[config.mk]
export PLATFORM = sky130hd
export DESIGN_NAME = store_write_ctrl
export DESIGN_NICKNAME = d
export VERILOG_FILES = /design/src/rtl/store_ctrl_pkg.sv /design/src/rtl/store_lane_merge.sv /design/src/rtl/store_write_ctrl.sv
export SDC_FILE = /design/constraint.sdc
export NUM_CORES = 1
export LEC_CHECK = 0
export ABC_AREA = 1
export CAP_MARGIN = 10
export CORE_ASPECT_RATIO = 1.75
export CORE_MARGIN = 4
export CORE_UTILIZATION = 40
export DETAILED_ROUTE_END_ITERATION = 8
export PLACE_DENSITY = 0.68
export SLEW_MARGIN = 25
export SYNTH_ARGS = -nofsm -noshare
export SYNTH_HDL_FRONTEND = slang
export SYNTH_SLANG_ARGS = --single-unit
[constraint.sdc]
create_clock -name clk -period 1.8 [get_ports clk]
set_input_delay 0.27 -clock clk [delete_from_list [all_inputs] [get_ports clk]]
set_output_delay 0.27 -clock clk [all_outputs]
set_load 0.005 [all_outputs]
[src/rtl/store_ctrl_pkg.sv]
// Shared types and constants for the store write controller and its lane merger.
package store_ctrl_pkg;

  typedef enum logic [1:0] {
    ST_SW  = 2'b00,
    ST_SH  = 2'b01,
    ST_SB  = 2'b10,
    ST_RSV = 2'b11
  } store_type_e;

  typedef enum logic [2:0] {
    IDLE  = 3'd0,
    READ  = 3'd1,
    MERGE = 3'd2,
    WRITE = 3'd3,
    FAULT = 3'd4
  } store_state_e;

  localparam logic [31:0] BYTE_MASK = 32'h0000_00FF;
  localparam logic [31:0] HALF_MASK = 32'h0000_FFFF;

  // Read-latency counter width; RD_LAT is limited to 1..4.
  localparam int CNT_W = 2;

endpackage

[src/rtl/store_lane_merge.sv]
// Combinational little-endian lane merge: replaces the selected byte/half of old_word.
module store_lane_merge
  import store_ctrl_pkg::*;
(
  input  logic [31:0] old_word,
  input  logic [31:0] new_data,
  input  store_type_e st_type,
  input  logic [1:0]  offset,
  output logic [31:0] merged_word
);

  logic [4:0]  shift_s;
  logic [31:0] mask_s;

  // Lane mask and shift derived from store size and byte offset.
  always_comb begin
    shift_s     = 5'd0;
    mask_s      = 32'h0000_0000;
    merged_word = old_word;
    case (st_type)
      ST_SW: begin
        merged_word = new_data;
      end
      ST_SH: begin
        shift_s     = {offset[1], 4'b0000};
        mask_s      = HALF_MASK << shift_s;
        merged_word = (old_word & ~mask_s) | ((new_data & HALF_MASK) << shift_s);
      end
      ST_SB: begin
        shift_s     = {offset, 3'b000};
        mask_s      = BYTE_MASK << shift_s;
        merged_word = (old_word & ~mask_s) | ((new_data & BYTE_MASK) << shift_s);
      end
      default: begin
        merged_word = old_word;
      end
    endcase
  end

endmodule

[src/rtl/store_write_ctrl.sv]
// SW/SH/SB store sequencer for a single-port word memory (RMW for SH/SB).
// Optional alignment trap enabled by defining MISALIGN_TRAP_EN.
module store_write_ctrl
  import store_ctrl_pkg::*;
#(
  parameter int unsigned RD_LAT = 1
) (
  input  logic        clk,
  input  logic        reset,
  input  logic        start,
  input  logic [1:0]  store_type,
  input  logic [31:0] addr,
  input  logic [31:0] wr_data,
  input  logic [31:0] mem_rdata,
  output logic [31:0] mem_addr,
  output logic [31:0] mem_wdata,
  output logic        mem_wr,
  output logic        busy,
  output logic        done,
  output logic        misalign
);

  store_state_e     state_r, state_s;
  store_type_e      type_r, type_s, req_type_s;
  logic [31:0]      addr_r, addr_s;
  logic [31:0]      data_r, data_s;
  logic [31:0]      wdata_r, wdata_s;
  logic [CNT_W-1:0] cnt_r, cnt_s;
  logic [31:0]      merged_s;
  logic             fault_s;

  logic [31:0]      mem_addr_r, mem_addr_s;
  logic [31:0]      mem_wdata_r, mem_wdata_s;
  logic             mem_wr_r, mem_wr_s;
  logic             busy_r, busy_s;
  logic             done_r, done_s;
  logic             misalign_r, misalign_s;

  assign req_type_s = store_type_e'(store_type);

`ifdef MISALIGN_TRAP_EN
  assign fault_s = ((req_type_s == ST_SW) && (addr[1:0] != 2'b00)) ||
                   ((req_type_s == ST_SH) && addr[0]);
`else
  assign fault_s = 1'b0;
`endif

  store_lane_merge u_merge (
    .old_word    (mem_rdata),
    .new_data    (data_r),
    .st_type     (type_r),
    .offset      (addr_r[1:0]),
    .merged_word (merged_s)
  );

  // Next-state and datapath capture.
  always_comb begin
    state_s = state_r;
    type_s  = type_r;
    addr_s  = addr_r;
    data_s  = data_r;
    wdata_s = wdata_r;
    cnt_s   = cnt_r;
    case (state_r)
      IDLE: begin
        if (start && (req_type_s != ST_RSV)) begin
          type_s = req_type_s;
          addr_s = addr;
          data_s = wr_data;
          if (fault_s) begin
            state_s = FAULT;
          end else if (req_type_s == ST_SW) begin
            state_s = WRITE;
          end else begin
            state_s = READ;
            cnt_s   = CNT_W'(RD_LAT - 32'd1);
          end
        end else begin
          state_s = IDLE;
        end
      end
      READ: begin
        if (cnt_r != {CNT_W{1'b0}}) begin
          cnt_s = cnt_r - CNT_W'(1);
        end else begin
          state_s = MERGE;
        end
      end
      MERGE: begin
        wdata_s = merged_s;
        state_s = WRITE;
      end
      WRITE:   state_s = IDLE;
      FAULT:   state_s = IDLE;
      default: state_s = IDLE;
    endcase
  end

  // Output values for the coming cycle, decoded from the next state so they register cleanly.
  always_comb begin
    mem_addr_s  = {addr_s[31:2], 2'b00};
    mem_wr_s    = (state_s == WRITE);
    done_s      = (state_s == WRITE) || (state_s == FAULT);
    busy_s      = (state_s != IDLE);
    misalign_s  = (state_s == FAULT);
    mem_wdata_s = 32'h0000_0000;
    if (state_s == WRITE) begin
      if (type_s == ST_SW) begin
        mem_wdata_s = data_s;
      end else begin
        mem_wdata_s = wdata_s;
      end
    end else begin
      mem_wdata_s = 32'h0000_0000;
    end
  end

  // State, datapath and output registers.
  always_ff @(posedge clk) begin
    if (reset) begin
      state_r     <= IDLE;
      type_r      <= ST_SW;
      addr_r      <= 32'h0000_0000;
      data_r      <= 32'h0000_0000;
      wdata_r     <= 32'h0000_0000;
      cnt_r       <= {CNT_W{1'b0}};
      mem_addr_r  <= 32'h0000_0000;
      mem_wdata_r <= 32'h0000_0000;
      mem_wr_r    <= 1'b0;
      busy_r      <= 1'b0;
      done_r      <= 1'b0;
      misalign_r  <= 1'b0;
    end else begin
      state_r     <= state_s;
      type_r      <= type_s;
      addr_r      <= addr_s;
      data_r      <= data_s;
      wdata_r     <= wdata_s;
      cnt_r       <= cnt_s;
      mem_addr_r  <= mem_addr_s;
      mem_wdata_r <= mem_wdata_s;
      mem_wr_r    <= mem_wr_s;
      busy_r      <= busy_s;
      done_r      <= done_s;
      misalign_r  <= misalign_s;
    end
  end

  assign mem_addr  = mem_addr_r;
  assign mem_wdata = mem_wdata_r;
  assign mem_wr    = mem_wr_r;
  assign busy      = busy_r;
  assign done      = done_r;
`ifdef MISALIGN_TRAP_EN
  assign misalign  = misalign_r;
`else
  assign misalign  = 1'b0;
`endif

endmodule
* Word-level counts from Yosys, hierarchy flattened
Cells that the tools add are included.
** Cells by class
- Reductions and logical operators :: 12
- Eq/ne operators :: 10
- Shift-type cells :: 4
- $add $sub $neg :: 1
- Multiplexer cells :: 17
- Bitwise operators :: 7
** Operator list (count)
- 32-bit 2-to-1 mux :: 6
- 32-bit case mux with 3 select lines :: 1
- 32-bit AND :: 2
- 32-bit inverter :: 2
- 32-bit bitwise OR :: 2
- 16-bit by 5-bit left shift with 32-bit output :: 1
- 16-bit by 5-bit left shift with 32-bit output, first input constant :: 1
- 8-bit by 5-bit left shift with 32-bit output :: 1
- 8-bit by 5-bit left shift with 32-bit output, first input constant :: 1
- 2-bit 2-to-1 mux :: 6
- 3-bit case mux with 3 select lines :: 1
- 2-bit inequality test, second input constant :: 4
- 3-bit by 2-bit == test with 1-bit output, second input constant :: 2
- 2-bit logical NOT :: 3
- 3-bit 2-to-1 mux :: 2
- 2-bit case mux with 2 select lines :: 1
- 4-bit AND reduction :: 1
- 2-bit nonzero test :: 2
- 3-bit by 1-bit == test with 1-bit output, second input constant :: 1
- 3-bit == test, second input constant :: 1
- 3-bit logical NOT :: 1
- 3-bit nonzero test :: 1
- 2-bit by 1-bit == test with 1-bit output, second input constant :: 1
- 2-bit == test, second input constant :: 1
- 6 further kinds :: 6
** Storage, ports and cells
- Input bits :: 101
- Word-level logic and storage cells :: 63
- Flip-flop bits (word level) :: 140

* Logic depth before layout (Yosys ltp)
Gate-level depths: netlist of run 1.
- Word-level depth :: 7
- Mapped depth :: 12
- Depth with buffers taken out :: 11

* Cells and area by module
A second synthesis of run 1 with hierarchy kept.
** Second synthesis, totals
- Cell total of the unflattened synthesis :: 1019
- Area, all modules :: 6533.8 um^2
** By module, submodules not included
- store_write_ctrl :: instances 1, area an instance 5381.4 um^2, cells an instance 745, sequential area each 2762.6 um^2
- store_lane_merge :: instances 1, area an instance 1152.4 um^2, cells an instance 274, sequential area each 0.0 um^2

* Worst setup path after synthesis of run 1
No wires, ideal clock.
- Path type :: reg2reg
- Start :: reg cnt_r[0]
- End :: reg mem_wdata_r[25] (netlist: mem_wdata[25])
- Cell stages (with the launch flop) :: 11
- Clock period less this slack :: 1.349 ns
- Required time :: 1.736 ns
- Arrival time :: 1.285 ns
- Slack :: 0.451 ns
- Library setup time :: 0.064 ns
- Cell sequence :: dfxtp_1 -> inv_1 -> ha_1 -> nor2_1 -> nand3_1 -> nand3_2 -> nand3_2 -> inv_2 -> buf_4 -> nand2_1 -> nor2_1
** Between the ends
- Cells in the longest elaborated chain, start to end :: 6
** Ends and longest elaborated chain
- start: declaration :: line store_write_ctrl.sv:28 : logic [CNT_W-1:0] cnt_r, cnt_s;
- start signal: assignment :: line store_write_ctrl.sv:126 : cnt_r <= {CNT_W{1'b0}};
- start signal: assignment :: line store_write_ctrl.sv:139 : cnt_r <= cnt_s;
- 2-bit nonzero test :: line store_write_ctrl.sv:83 : if (cnt_r != {CNT_W{1'b0}}) begin
- 3-bit 2-to-1 mux :: line store_write_ctrl.sv:83
- 3-bit case mux with 3 select lines :: line store_write_ctrl.sv:64 : case (state_r)
- 3-bit by 2-bit == test with 1-bit output :: line store_write_ctrl.sv:107 : if (state_s == WRITE) begin
- 1-bit inverter (no source line)
- 2-bit OR reduction (no source line)
- end signal: assignment :: line store_write_ctrl.sv:141 : mem_wdata_r <= mem_wdata_s;
- end: declaration :: line store_write_ctrl.sv:33 : logic [31:0] mem_wdata_r, mem_wdata_s;
Every way passes these cells.
A chain may end at the register's enable or synchronous reset.

* Final worst setup path of run 1
- Start :: reg state_r[1]
- End :: reg data_r[8]
** Between the ends
- Cells in the longest elaborated chain, start to end :: 2
** Ends and longest elaborated chain
- start: declaration :: line store_write_ctrl.sv:23 : store_state_e state_r, state_s;
- start signal: assignment :: line store_write_ctrl.sv:134 : state_r <= state_s;
- 3-bit logical NOT :: line store_write_ctrl.sv:64
- 32-bit 2-to-1 mux :: line store_write_ctrl.sv:64
- end signal: assignment :: line store_write_ctrl.sv:137 : data_r <= data_s;
- end: declaration :: line store_write_ctrl.sv:26 : logic [31:0] data_r, data_s;
Every way passes these cells.

==> results of run 1 <==
==> kinds of logic (layout without fill, tap and decap cells) <==
| logic type | count (synthesis) | in the layout |
|---|---|---|
| other | 1 | 4 |
| AO/OA/AOI/OAI | 117 | 117 |
| adder cells (fa/ha/maj) | 1 | 1 |
| buffers and inverters | 149 | 310 |
| AND/OR/NAND/NOR | 536 | 536 |
| flip-flops | 138 | 138 |
==> path summary, 6_finish.rpt <==
kind	to	slack, ns	cells past startpoint
max reg2reg	data_r[8]$_SDFF_PP0_	0.18	7
max	data_r[8]$_SDFF_PP0_	0.18	7
min reg2reg	wdata_r[1]$_SDFF_PP0_	0.47	2
min	cnt_r[1]$_SDFFE_PP0P_	0.30	4
==> registers in the layout (all words and copies together), names as in the netlist <==
register and count:
wdata_r 32, cnt_r 2, mem_wr 1, done 1, type_r 2, data_r 32
addr_r 32, mem_wdata 32, state_r 3, busy 1
==> power by group through the flow <==
stage               combinational, mW  sequential [mW]  clock [mW]
detailed placement               1.31             3.35           0
CTS                              1.32             3.28        3.33
floorplan                       0.788             3.31           0
global route                     1.45             3.29        3.46
finish                           1.31             3.28        3.26
global placement                 1.30             3.35           0
==> final cells by class <==
class                      count  area (um^2)  share of cell area, %
multi-input combinational    658         2874                  32.75
sequential                   138         2763                  31.48
timing repair buffer         208         2082                  23.72
clock buffer                  20        466.7                  5.318
inverter                      70        265.3                  3.023
tap                          189        236.5                  2.695
clock inverter                12        88.84                  1.012
==> layer usage <==
layer,wire (um),track usage (%)
met1,6869,20.28
met2,10210,39.93
met3,865,3.604
met4,624,9.595
met5,0,0
==> Yosys cell counts (3+ instances only) <==
cell type,n
nand2_1,244
nor2_1,191
dfxtp_1,138
o21ai_0,59
inv_1,56
buf_4,51
a21oi_1,42
nand3_1,37
or2_1,23
o21ai_1,16
clkbuf_1,15
inv_2,13
nor3_1,8
or2_0,8
buf_2,7
nand4_1,6
buf_6,5
nand2_2,5
nand3_2,3
nor2_2,3
==> critical path, stage by stage (launching register included) <==
cell and delay, ns:
dfxtp_1 0.36, nor2_4 0.16, nand3_4 0.11, buf_4 0.22, or2_2 0.29, o21ai_0 0.15
buf_4 0.17, nor2_1 0.03
==> per-stage QoR <==
stage                     setup TNS [ns]  utilization, %  hold WS [ns]  setup slack (ns)
final                                  0           55.55        0.3017            0.1791
after global routing                   0           55.55        0.2948           0.01058
after CTS                              0           55.55        0.2906            0.1741
after detailed placement          -6.123           52.03        0.4653           -0.1971
after global placement            -4.923           52.03        0.4597           -0.1668
after floorplan                        0               -        0.4346            0.4509
==> impl_metrics.yaml, run 1 <==
flow_run:
  drv_cap: 0
sta:
  slew_violations: 0
  relSlewSlack_pct: 54.10
  setup_violations: 0
  rsz0062_at_grt: "no"
  fin_skew_ns: 0.009071
  fin_crit_sh_pct: 90.05
  max_freq_ghz: 0.6169
  finalHoldViolCount: 0
  worst_pin_slew_ns: 0.6877
  fin_crit_ns: 1.621
synth:
  syn_area_um2: 6426
  netlist_instances: 942
  synth-compound-area-share_pct: 9.112
  synth_top_family_by_area: "simple AND/OR/NAND/NOR gates"
  ys.flop_type: "dfxtp_1"
  synth_mux_area_share_pct: 0
  synth_xor_area_share_pct: 0
  yosys.area.top_type_share_pct: 42.99
  ys_ff_latch: 138
  yosysSeqAreaShare_pct: 42.99
  yosys_warnings: 0
  synth_area_leader_cell: "dfxtp_1"
  synth_fa_ha_area_share_pct: 0.1947
  avgSynthCellArea_um2: 6.822
  synth_edf_count: 0
  synth_cell_type_count: 29
  yosys.area_share.simple_pct: 35.18
  synthTopCellsByArea: "dfxtp_1 43%, nand2_1 14%, nor2_1 11%"
  async_flop_share_pct: 0
setup_path:
  crit_type: "reg2reg"
  critPathMaxFanout: 22
  startpoint: "state_r[1]$_SDFF_PP0_"
  r2r_start: "state_r[1]$_SDFF_PP0_"
  arrival_ns: 1.92
  cp-end-kind: "register"
  critPathLaunchType: "register"
  crit_required_ns: 2.10
power:
  internal_power_mw: 5.719
  peakVddDrop_v: 0.0005919
  total_power_mw: 7.848
  p_clk_share_pct: 41.5
  p_sw_mw: 2.129
  power_density_nw_per_um2: 894.3
  p_sw_share_pct: 27.13
  p_comb_share_pct: 16.7
  pwr-share-seq_pct: 41.8
  total_leakage_power_nw: 3.869
cells_and_area:
  drive_above_1_share_pct: 9.855
  nets: 1195
  fillerInstances: 1577
  n_antenna_cell: 0
  final_cells: 1295
  layout.cells.most_common: "nand2_1"
  design_area_um2: 8776
  syn2layout_area_growth_pct: 36.57
  layout_common_cells: "244 x nand2_1, 191 x nor2_1, 164 x clkdlybuf4s50_1"
clocking:
  cts.sinks: 138
  ctsHtreeMaxLevel: 4
  post_cts_resized: 0
  clk_pin_slew_ns: 0.06
  clock_path_buffers: 2
  root_buffer: "clkbuf_16"
  ctsHoldBuffers: 0
  cts_inserted_buffers: 17
  clock_latency_ns: 0.42
  cts_tree: "done"
  cts_setup_buffers: 0
route:
  drtIter0Drc: 307
  drc: 0
  vias: 6243
  drtAntennaViolNets: 0
  wl_per_cell_um: 14.34
  wirelength_mm: 18.57
  viasPerCell: 4.821
  drt_first_pass_iters: 5
die:
  floorplan.die_area_um2: 18240
  fp.dieW_um: 103.8
  row_count: 61
  core_area_um2: 15800
  start_util_pct: 40.67
  die_y_um: 175.7
  ioPinCount: 169
worst_hold_path:
  hp-start: "reset"
  hold_path_class: "in2reg"
placed_design:
  postPlaceCellArea_um2: 8220
  place_inst: 1263
  port_buffers: 165
  hpwl_mm: 13.89
  gp_congestion: 0.9042
grt:
  grt_first_pass_wirelength_mm: 29.52
  grt_overflow_total: 0
  antenna_found_initial: 0
  grt_start_max_net_pins: 69
  grt.total_usage_pct: 20.31
  first_global_vias: 6076
outcome:
  outcome: "completed"
(Power assumes the default switching activity.)
==> run 2, diff against run 1 <==
--- a/config.mk
+++ b/config.mk
@@ -12,7 +12,7 @@
 export CORE_UTILIZATION = 40
 export DETAILED_ROUTE_END_ITERATION = 8
 export PLACE_DENSITY = 0.68
-export SLEW_MARGIN = 25
+export SKIP_LAST_GASP = 1
 export SYNTH_ARGS = -nofsm -noshare
 export SYNTH_HDL_FRONTEND = slang
 export SYNTH_SLANG_ARGS = --single-unit
==> results of run 2 <==
Same layout as run 1: the final DEF is identical, and so are final timing and power.
